<file path="src/rtl/pipe_hazard_ctrl_pkg.sv">
`default_nettype none
// ============================================================================
// Module : pipe_pkg
// Brief  : Shared types for the 5-stage core hazard controller.
// Rev    : 1.0
// ============================================================================
package pipe_pkg;

    localparam int REG_AW_DEF = 4;

    typedef enum logic [1:0] {
        FWD_REG = 2'd0,
        FWD_MEM = 2'd1,
        FWD_WB  = 2'd2
    } fwd_sel_e;

    typedef enum logic [0:0] {
        ST_RUN   = 1'b0,
        ST_MULTI = 1'b1
    } hz_state_e;

endpackage
`default_nettype wire

</file>
<file path="src/rtl/pipe_hazard_ctrl_if.sv">
`default_nettype none
// ============================================================================
// Module : pipe_hazard_ctrl_if
// Brief  : ID-stage hazard inputs and pipeline control outputs.
// Rev    : 1.0
// ============================================================================
interface pipe_hazard_ctrl_if
    import pipe_pkg::*;
#(
    parameter int REG_AW = REG_AW_DEF,
    parameter int CNT_W  = 16
);
    logic              id_valid;
    logic [REG_AW-1:0] id_src_a;
    logic [REG_AW-1:0] id_src_b;
    logic              id_use_a;
    logic              id_use_b;
    logic [REG_AW-1:0] id_dest;
    logic              id_wreg;
    logic              id_rmem;
    logic              id_multi;
    logic              ex_jump;

    logic              pc_en;
    logic              ifid_en;
    logic              ifid_flush;
    logic              idex_en;
    logic              idex_flush;
    logic              exmem_bubble;
    logic [1:0]        fwd_a;
    logic [1:0]        fwd_b;
    logic [CNT_W-1:0]  stall_cnt;
    logic [CNT_W-1:0]  flush_cnt;

    modport master (
        output id_valid, id_src_a, id_src_b, id_use_a, id_use_b, id_dest,
               id_wreg, id_rmem, id_multi, ex_jump,
        input  pc_en, ifid_en, ifid_flush, idex_en, idex_flush, exmem_bubble,
               fwd_a, fwd_b, stall_cnt, flush_cnt
    );

    modport slave (
        input  id_valid, id_src_a, id_src_b, id_use_a, id_use_b, id_dest,
               id_wreg, id_rmem, id_multi, ex_jump,
        output pc_en, ifid_en, ifid_flush, idex_en, idex_flush, exmem_bubble,
               fwd_a, fwd_b, stall_cnt, flush_cnt
    );
endinterface
`default_nettype wire

</file>
<file path="src/rtl/pipe_hazard_ctrl_sat_counter.sv">
`default_nettype none
// ============================================================================
// Module : sat_counter
// Brief  : Event counter that sticks at all-ones.
// Rev    : 1.0
// ============================================================================
module sat_counter #(
    parameter int CNT_W = 16
) (
    input  logic             clk,
    input  logic             rst,
    input  logic             inc,
    output logic [CNT_W-1:0] count
);
    localparam logic [CNT_W-1:0] c_one = CNT_W'(1);

    logic [CNT_W-1:0] r_count;

    always_ff @(posedge clk) begin
        if (rst) begin
            r_count <= '0;
        end else if (inc && (r_count != '1)) begin
            r_count <= r_count + c_one;
        end
    end

    assign count = r_count;

endmodule
`default_nettype wire

</file>
<file path="src/rtl/pipe_hazard_ctrl.sv">
`default_nettype none
// ============================================================================
// Module : pipe_hazard_ctrl
// Brief  : Stall/flush/forward control for the IF-ID-EX-MEM-WB pipeline.
// Rev    : 1.0
// ============================================================================
module pipe_hazard_ctrl
    import pipe_pkg::*;
#(
    parameter int REG_AW    = REG_AW_DEF,
    parameter int MULTI_LAT = 4,
    parameter int CNT_W     = 16
) (
    input  logic              clk,
    input  logic              rst,
    pipe_hazard_ctrl_if.slave bus
);
    localparam int                  c_mcnt_w    = $clog2(MULTI_LAT);
    localparam logic [c_mcnt_w-1:0] c_mcnt_load = c_mcnt_w'(MULTI_LAT - 1);
    localparam logic [c_mcnt_w-1:0] c_mcnt_one  = c_mcnt_w'(1);

    hz_state_e           r_state;
    logic [c_mcnt_w-1:0] r_mcnt;

    logic              r_ex_v, r_ex_wreg, r_ex_rmem, r_ex_use_a, r_ex_use_b;
    logic [REG_AW-1:0] r_ex_dest, r_ex_src_a, r_ex_src_b;
    logic              r_mem_v, r_mem_wreg;
    logic [REG_AW-1:0] r_mem_dest;
    logic              r_wb_v, r_wb_wreg;
    logic [REG_AW-1:0] r_wb_dest;

    logic     w_hold, w_jump, w_load_use, w_multi_start;
    logic     w_pc_en, w_ifid_en, w_ifid_flush, w_idex_en, w_idex_flush, w_exmem_bubble;
    fwd_sel_e w_fwd_a, w_fwd_b;
    logic [CNT_W-1:0] w_stall_cnt, w_flush_cnt;

    assign w_hold = (r_state == ST_MULTI);
    // A jump arriving while a multicycle op holds the pipe is not legal and is dropped.
    assign w_jump = bus.ex_jump & ~w_hold;
    assign w_load_use = bus.id_valid & r_ex_v & r_ex_rmem & (r_ex_dest != '0) &
                        ((bus.id_use_a & (bus.id_src_a == r_ex_dest)) |
                         (bus.id_use_b & (bus.id_src_b == r_ex_dest)));

    always_comb begin
        w_pc_en        = 1'b1;
        w_ifid_en      = 1'b1;
        w_ifid_flush   = 1'b0;
        w_idex_en      = 1'b1;
        w_idex_flush   = 1'b0;
        w_exmem_bubble = 1'b0;
        if (!rst) begin
            if (w_hold) begin
                w_pc_en        = 1'b0;
                w_ifid_en      = 1'b0;
                w_idex_en      = 1'b0;
                w_exmem_bubble = 1'b1;
            end else if (w_jump) begin
                w_ifid_flush = 1'b1;
                w_idex_flush = 1'b1;
            end else if (w_load_use) begin
                w_pc_en      = 1'b0;
                w_ifid_en    = 1'b0;
                w_idex_flush = 1'b1;
            end
        end
    end

    // MEM is checked first so the youngest producer of a register wins.
    always_comb begin
        w_fwd_a = FWD_REG;
        w_fwd_b = FWD_REG;
        if (!rst && r_ex_v) begin
            if (r_ex_use_a) begin
                if (r_mem_v && r_mem_wreg && (r_mem_dest != '0) && (r_mem_dest == r_ex_src_a))
                    w_fwd_a = FWD_MEM;
                else if (r_wb_v && r_wb_wreg && (r_wb_dest != '0) && (r_wb_dest == r_ex_src_a))
                    w_fwd_a = FWD_WB;
            end
            if (r_ex_use_b) begin
                if (r_mem_v && r_mem_wreg && (r_mem_dest != '0) && (r_mem_dest == r_ex_src_b))
                    w_fwd_b = FWD_MEM;
                else if (r_wb_v && r_wb_wreg && (r_wb_dest != '0) && (r_wb_dest == r_ex_src_b))
                    w_fwd_b = FWD_WB;
            end
        end
    end

    assign w_multi_start = w_idex_en & ~w_idex_flush & bus.id_valid & bus.id_multi;

    always_ff @(posedge clk) begin
        if (rst) begin
            r_state    <= ST_RUN;
            r_mcnt     <= '0;
            r_ex_v     <= 1'b0;
            r_ex_wreg  <= 1'b0;
            r_ex_rmem  <= 1'b0;
            r_ex_use_a <= 1'b0;
            r_ex_use_b <= 1'b0;
            r_ex_dest  <= '0;
            r_ex_src_a <= '0;
            r_ex_src_b <= '0;
            r_mem_v    <= 1'b0;
            r_mem_wreg <= 1'b0;
            r_mem_dest <= '0;
            r_wb_v     <= 1'b0;
            r_wb_wreg  <= 1'b0;
            r_wb_dest  <= '0;
        end else begin
            if (r_state == ST_RUN) begin
                if (w_multi_start) begin
                    r_state <= ST_MULTI;
                    r_mcnt  <= c_mcnt_load;
                end
            end else begin
                if (r_mcnt == c_mcnt_one)
                    r_state <= ST_RUN;
                r_mcnt <= r_mcnt - c_mcnt_one;
            end

            if (w_idex_en) begin
                r_ex_v     <= bus.id_valid & ~w_idex_flush;
                r_ex_use_a <= bus.id_use_a & ~w_idex_flush;
                r_ex_use_b <= bus.id_use_b & ~w_idex_flush;
                r_ex_wreg  <= bus.id_wreg;
                r_ex_rmem  <= bus.id_rmem;
                r_ex_dest  <= bus.id_dest;
                r_ex_src_a <= bus.id_src_a;
                r_ex_src_b <= bus.id_src_b;
            end

            r_mem_v    <= r_ex_v & ~w_exmem_bubble;
            r_mem_wreg <= r_ex_wreg;
            r_mem_dest <= r_ex_dest;
            r_wb_v     <= r_mem_v;
            r_wb_wreg  <= r_mem_wreg;
            r_wb_dest  <= r_mem_dest;
        end
    end

    sat_counter #(.CNT_W(CNT_W)) u_stall_cnt (
        .clk   (clk),
        .rst   (rst),
        .inc   (~w_pc_en),
        .count (w_stall_cnt)
    );

    sat_counter #(.CNT_W(CNT_W)) u_flush_cnt (
        .clk   (clk),
        .rst   (rst),
        .inc   (w_jump),
        .count (w_flush_cnt)
    );

    assign bus.pc_en        = w_pc_en;
    assign bus.ifid_en      = w_ifid_en;
    assign bus.ifid_flush   = w_ifid_flush;
    assign bus.idex_en      = w_idex_en;
    assign bus.idex_flush   = w_idex_flush;
    assign bus.exmem_bubble = w_exmem_bubble;
    assign bus.fwd_a        = w_fwd_a;
    assign bus.fwd_b        = w_fwd_b;
    assign bus.stall_cnt    = w_stall_cnt;
    assign bus.flush_cnt    = w_flush_cnt;

endmodule
`default_nettype wire
</file>
<file path="src/flat_wrapper.sv">
// flat-port wrapper written by rule: the top's interface ports become plain ports
module pipe_hazard_ctrl_flat import pipe_pkg::*;
#(
    parameter int REG_AW    = REG_AW_DEF,
    parameter int MULTI_LAT = 4,
    parameter int CNT_W     = 16
)
  (clk, rst, bus_id_valid, bus_id_src_a, bus_id_src_b, bus_id_use_a, bus_id_use_b, bus_id_dest, bus_id_wreg, bus_id_rmem, bus_id_multi, bus_ex_jump, bus_pc_en, bus_ifid_en, bus_ifid_flush, bus_idex_en, bus_idex_flush, bus_exmem_bubble, bus_fwd_a, bus_fwd_b, bus_stall_cnt, bus_flush_cnt);
  pipe_hazard_ctrl_if #(.REG_AW(REG_AW), .CNT_W(CNT_W)) bus_i ();
  input  logic clk;
  input  logic rst;
  input wire logic [$bits(bus_i.id_valid)-1:0] bus_id_valid;
  input wire logic [$bits(bus_i.id_src_a)-1:0] bus_id_src_a;
  input wire logic [$bits(bus_i.id_src_b)-1:0] bus_id_src_b;
  input wire logic [$bits(bus_i.id_use_a)-1:0] bus_id_use_a;
  input wire logic [$bits(bus_i.id_use_b)-1:0] bus_id_use_b;
  input wire logic [$bits(bus_i.id_dest)-1:0] bus_id_dest;
  input wire logic [$bits(bus_i.id_wreg)-1:0] bus_id_wreg;
  input wire logic [$bits(bus_i.id_rmem)-1:0] bus_id_rmem;
  input wire logic [$bits(bus_i.id_multi)-1:0] bus_id_multi;
  input wire logic [$bits(bus_i.ex_jump)-1:0] bus_ex_jump;
  output wire logic [$bits(bus_i.pc_en)-1:0] bus_pc_en;
  output wire logic [$bits(bus_i.ifid_en)-1:0] bus_ifid_en;
  output wire logic [$bits(bus_i.ifid_flush)-1:0] bus_ifid_flush;
  output wire logic [$bits(bus_i.idex_en)-1:0] bus_idex_en;
  output wire logic [$bits(bus_i.idex_flush)-1:0] bus_idex_flush;
  output wire logic [$bits(bus_i.exmem_bubble)-1:0] bus_exmem_bubble;
  output wire logic [$bits(bus_i.fwd_a)-1:0] bus_fwd_a;
  output wire logic [$bits(bus_i.fwd_b)-1:0] bus_fwd_b;
  output wire logic [$bits(bus_i.stall_cnt)-1:0] bus_stall_cnt;
  output wire logic [$bits(bus_i.flush_cnt)-1:0] bus_flush_cnt;
  assign bus_i.id_valid = bus_id_valid;
  assign bus_i.id_src_a = bus_id_src_a;
  assign bus_i.id_src_b = bus_id_src_b;
  assign bus_i.id_use_a = bus_id_use_a;
  assign bus_i.id_use_b = bus_id_use_b;
  assign bus_i.id_dest = bus_id_dest;
  assign bus_i.id_wreg = bus_id_wreg;
  assign bus_i.id_rmem = bus_id_rmem;
  assign bus_i.id_multi = bus_id_multi;
  assign bus_i.ex_jump = bus_ex_jump;
  assign bus_pc_en = bus_i.pc_en;
  assign bus_ifid_en = bus_i.ifid_en;
  assign bus_ifid_flush = bus_i.ifid_flush;
  assign bus_idex_en = bus_i.idex_en;
  assign bus_idex_flush = bus_i.idex_flush;
  assign bus_exmem_bubble = bus_i.exmem_bubble;
  assign bus_fwd_a = bus_i.fwd_a;
  assign bus_fwd_b = bus_i.fwd_b;
  assign bus_stall_cnt = bus_i.stall_cnt;
  assign bus_flush_cnt = bus_i.flush_cnt;
  pipe_hazard_ctrl #(.REG_AW(REG_AW), .MULTI_LAT(MULTI_LAT), .CNT_W(CNT_W)) u_core (.clk(clk), .rst(rst), .bus(bus_i));
endmodule
</file>
<file path="config.mk">
export PLATFORM = sky130hd
export DESIGN_NAME = pipe_hazard_ctrl_flat
export DESIGN_NICKNAME = d
export VERILOG_FILES = /design/src/rtl/pipe_hazard_ctrl_pkg.sv /design/src/rtl/pipe_hazard_ctrl_if.sv /design/src/rtl/pipe_hazard_ctrl_sat_counter.sv /design/src/rtl/pipe_hazard_ctrl.sv /design/src/flat_wrapper.sv
export SDC_FILE = /design/constraint.sdc
export NUM_CORES = 1
export LEC_CHECK = 0
export ABC_CLOCK_PERIOD_IN_PS = 2200
export BUFFER_PORTS_ARGS = -buffer_cell sky130_fd_sc_hd__buf_2
export CAP_MARGIN = 20
export CORE_ASPECT_RATIO = 1.75
export CORE_UTILIZATION = 50
export DETAILED_ROUTE_END_ITERATION = 10
export PLACE_DENSITY = 0.76
export SLEW_MARGIN = 20
export SYNTH_ARGS = -nofsm -noshare
export SYNTH_HDL_FRONTEND = slang
export SYNTH_HIERARCHICAL = 1
export SYNTH_SLANG_ARGS = --single-unit
</file>
<file path="constraint.sdc">
create_clock -name clk -period 2.2 [get_ports clk]
set_input_delay 0.44 -clock clk [delete_from_list [all_inputs] [get_ports clk]]
set_output_delay 0.44 -clock clk [all_outputs]
set_load 0.1 [all_outputs]
</file>
Word level (Yosys, flattened, before mapping)
Cells that the tools add are included.
Cells by class
  add/subtract/negate cells: 3
  equal/unequal tests: 9
  muxes and demuxes: 28
  bitwise operators: 19
  reduce and logical (&&, ||, !) cells: 16
Operators with widths (number)
  adder 16 x 1 -> 16 bit (second input constant): 2
  != test 16 bit (second input constant): 2
  == test 4 bit: 6
  two-way mux 2 bit: 10
  two-way mux 1 bit: 18
  AND 1 bit: 14
  nonzero test 4 bit: 3
  logical AND 1 bit: 11
  NOT 1 bit: 4
  == test 2 x 1 -> 1 bit (second input constant): 1
  nonzero test 2 bit: 1
  subtractor 2 x 1 -> 2 bit (second input constant): 1
  zero test 1 bit: 1
  OR 1 bit: 1
Word-level totals
  bits in registers: 64
  output and inout port bits: 42

Depth between registers and ports, before layout
  depth in word-level cells: 14
  mapped depth: 9
  gate-level depth less buffers: 9

By module
Netlist, hierarchy kept.
By module, submodules not included
  sat_counter: instances 2, cells each 99, area an instance 848.3 µm²
  pipe_hazard_ctrl: instances 1, cells each 164, area an instance 1486.4 µm²

Worst setup path after synthesis
Ideal clock, no wire load.
  path type: input to output
  start point: input port rst
  end point: output port bus_fwd_a[1]
  data arrival time: 3933 ps
  slack: -2173 ps
  stages on the path: 4
  path buffers: 1
  cell sequence: clkbuf_1 > nor2_1 > nand2_1 > nor4b_1
On the way
  longest elaborated chain between the ends: 3
RTL lines
  start: declaration: RTL line flat_wrapper.sv:11  | input logic rst;
  zero test 1 bit
  logical AND 1 bit: RTL line pipe_hazard_ctrl.sv:72  | if (!rst && r_ex_v) begin
  two-way mux 2 bit: RTL line pipe_hazard_ctrl.sv:72
  end: declaration: RTL line flat_wrapper.sv:28  | output wire logic [$bits(bus_i.fwd_a)-1:0] bus_fwd_a;
No other way between the ends.

Worst setup path after layout
  start point: register u_core.r_ex_dest[3]
  end point: output port bus_ifid_en
On the way
  longest elaborated chain between the ends: 8
  elaborated cells between the ends (all ways): 12
  classes of those cells: 2 x eq/ne; 4 x mux; 5 x bitwise; 1 x reduce/logical
RTL lines
  start: declaration: RTL line pipe_hazard_ctrl.sv:26  | logic [REG_AW-1:0] r_ex_dest, r_ex_src_a, r_ex_src_b;
  start signal: assignment: RTL line pipe_hazard_ctrl.sv:126  | r_ex_dest <= bus.id_dest;
  == test 4 bit (on tied branches): RTL line pipe_hazard_ctrl.sv:41, pipe_hazard_ctrl.sv:42
  AND 1 bit (on tied branches): RTL line pipe_hazard_ctrl.sv:41, pipe_hazard_ctrl.sv:42
  OR 1 bit: RTL line pipe_hazard_ctrl.sv:41  | ((bus.id_use_a & (bus.id_src_a == r_ex_dest)) |
  AND 1 bit *: RTL line pipe_hazard_ctrl.sv:40  | assign w_load_use = bus.id_valid & r_ex_v & r_ex_rmem & (r_ex_dest != '0) &
  two-way mux 1 bit *: RTL line pipe_hazard_ctrl.sv:60  | end else if (w_load_use) begin
  two-way mux 1 bit *: RTL line pipe_hazard_ctrl.sv:57  | end else if (w_jump) begin
  two-way mux 1 bit *: RTL line pipe_hazard_ctrl.sv:52  | if (w_hold) begin
  two-way mux 1 bit *: RTL line pipe_hazard_ctrl.sv:51  | if (!rst) begin
  end: declaration: RTL line flat_wrapper.sv:23  | output wire logic [$bits(bus_i.ifid_en)-1:0] bus_ifid_en;
Mark *: on every way between the ends. The rest lies on a longest branch, timed or not.

==> flow_summary.json <==
{
  "status": "finished, violations left",
  "violations": "setup timing",
  "fin_crit_sh_pct": 109.1,
  "cpLargestDelayFamily": "simple AND/OR/NAND/NOR gates",
  "ys_seq_elements": 64,
  "synthCells": 362,
  "skew_ns": 0.008343,
  "first_global_vias": 2823,
  "num_vias": 3062,
  "cp-end-kind": "primary output",
  "slew_viol_final": 0,
  "max_freq_mhz": 416.7,
  "path_cells": "or4_4 -> nand4_1 -> o22ai_4 -> a21oi_2 -> or2_4 -> buf_12",
  "r2r_slack_ns": -0.16,
  "crit_fanout": 2,
  "yosysSeqAreaShare_pct": 40.25,
  "drt-met1-wl_mm": 3.234,
  "clock_sinks": 64,
  "io_buffer_count": 62,
  "hold_violations": 0,
  "syn_nets": 386,
  "drive_above_1_share_pct": 44.84,
  "synth_ff_type": "dfxtp_1",
  "antenna_found_initial": 0,
  "finish.utilization_pct": 74.31,
  "slowest_stage": "or4_4",
  "clock_latency_ns": 0.34,
  "fin_ws_ns": -0.1998,
  "cts_tree": "done",
  "drt_iter0_drc": 153,
  "wl_per_cell_um": 16.01,
  "netlist_top_cells_area": "dfxtp_1 40%, xnor2_1 5.5%, mux2i_1 5.0%",
  "dp_slack_ns": -0.1074,
  "max_cap_violations": 0,
  "io_pins": 63,
  "grt_pass1_wl_mm": 12.71,
  "clkTransAtPathRegs_ns": 0.08,
  "drt_wl_total_mm": 8.563,
  "worstSetupPathType": "flip-flop to primary output",
  "routed.top_layer": "met4",
  "ys_warn_count": 6,
  "chipWidth_um": 62.32,
  "dp_hpwl_mm": 5.665,
  "via_per_inst": 5.723,
  "die_y_um": 107.6,
  "synth.avg_cell_area_um2": 8.793,
  "period_minus_slack_ns": 2.400,
  "cellPowerDensity_nw_per_um2": 639.8,
  "critPathBufInv": 1,
  "nets": 474,
  "min_path_type": "primary input to flip-flop",
  "vdd_ir_drop_max_uv": 437.4,
  "grt_max_degree": 42,
  "initial_core_util_pct": 51.50,
  "cpPeakStageDelay_ns": 0.53,
  "yosysTopAreaCell": "dfxtp_1",
  "grt_usage_pct": 24.12,
  "synth.top_cell.area_share_pct": 40.25,
  "ant_nets": 0,
  "dieArea_um2": 6702,
  "dr.pass1.iters": 4,
  "rsz0062_at_grt": "true",
  "wl_met3_um": 292,
  "async_flop_share_pct": 0,
  "drc": 0,
  "core_area_um2": 6181,
  "syn_area_um2": 3183,
  "syn_to_final_growth_pct": 44.30,
  "worst_setup_path_start_kind": "flip-flop",
  "synth_edf_count": 0,
  "gp_congestion": 0.8324,
  "fp-row-count": 38,
  "mostFrequentLayoutCells": "53 x buf_2, 36 x dfxtp_2, 32 x nor2_1",
  "ys_types": 42,
  "crit_arrival_ns": 1.96,
  "gr-total-overflow": 0,
  "tightest_slew_ns": 0.5436,
  "htreeDepth": 3,
  "setup_viol": 15,
  "final_common_cell": "buf_2",
  "whs_ns": 0.3435,
  "cts_max_path_buffers": 2,
  "numCtsBuffers": 9,
  "antenna_cells": 0,
  "required_ns": 1.76,
  "p_leak_uw": 0.001842,
  "route.met2.wl_mm": 4.885,
  "cts_root_buf": "clkbuf_8",
  "relSlewSlack_pct": 63.29
}
-- cell families (layout without fill, tap and decap cells) --
group / count (synthesis) / count (layout) / synth area share (%)
compound gates: 55 / 55 / 10.89
fa+ha+maj: 3 / 3 / 1.179
buf+inv: 27 / 120 / 3.381
xor+xnor: 28 / 28 / 7.705
simple gates: 167 / 167 / 30.86
flops: 64 / 64 / 40.25
mux: 18 / 18 / 5.739
-- stage by stage --
step	std cells	area [um^2]	power, uW	setup TNS (ns)
floorplan	362	3326	1464	-0.2097
global placement	512	3951	1546	-0.4036
detailed placement	512	3951	1555	-0.7042
CTS	529	4275	2915	-2.103
global route	535	4593	3032	-3.380
finish	535	4593	2939	-1.581
-- worst register-to-register path: cells and delay by family, from the launching register on --
kind / cells / cell delay [ns]
compound gates: 4 / 0.47
buf+inv: 3 / 0.41
simple gates: 4 / 0.93
flops: 1 / 0.34
xor+xnor: 1 / 0.15
-- cells in the mapped netlist, types with 11 or more instances --
library cell / instances
xnor2_1: 20
dfxtp_1: 64
clkbuf_1: 11
inv_1: 11
or4_1: 15
nand3_1: 16
a21oi_1: 25
mux2i_1: 16
nor2_1: 39
o31ai_1: 12
nor2b_1: 15
nand2_1: 24
-- per-layer routing --
layer	up-vias	GRT usage [%]
li1	1489	-
met1	1472	24.26
met2	85	46.70
met3	16	5.403
met4	0	10.13
met5	-	0
-- final cells by class --
cell class | count | area, um^2
Sequential cell | 64 | 1334
Tap cell | 80 | 100.1
Clock buffer | 10 | 137.6
Multi-Input combinational cell | 271 | 2135
Clock inverter | 6 | 130.1
Inverter | 11 | 45.04
Fill cell | 457 | 1588
Timing Repair Buffer | 93 | 711.9
-- power by group --
group	switching (uW)	leakage, uW	internal, uW
registers	39.1	0.000541	1190
logic	200	0.00117	147
clock network	464	0.000136	894
-- flip-flops by register name (all words and copies together), names as in the netlist, 2 cells and up --
signal and count:
u_core/u_flush_cnt/count 16, u_core/r_ex_src_b 4, u_core/r_ex_dest 4, u_core/r_mem_dest 4, u_core/r_mcnt 2, u_core/r_ex_src_a 4
u_core/u_stall_cnt/count 16, u_core/r_wb_dest 4
-- timing repair --
item / CTS / global route
buffers inserted: 1 / 6
gates resized for setup: 10 / 54
cloned: 0 / 0
pin swaps: 6 / 30
endpoints found under the setup margin: 13 / 21
hold buffers: 0 / 0
-- path summary, 6_finish.rpt --
path	startpoint	end	cells after the start
setup / recovery	u_core/r_ex_dest[3]	bus_ifid_en	6
hold / removal	bus_id_wreg	u_core/r_ex_wreg	3
setup reg to reg	u_core/r_ex_dest[0]	u_core/u_stall_cnt/count[6]	12
hold reg to reg	u_core/r_ex_use_a	u_core/r_ex_use_a	2
(Power assumes the default switching activity.)
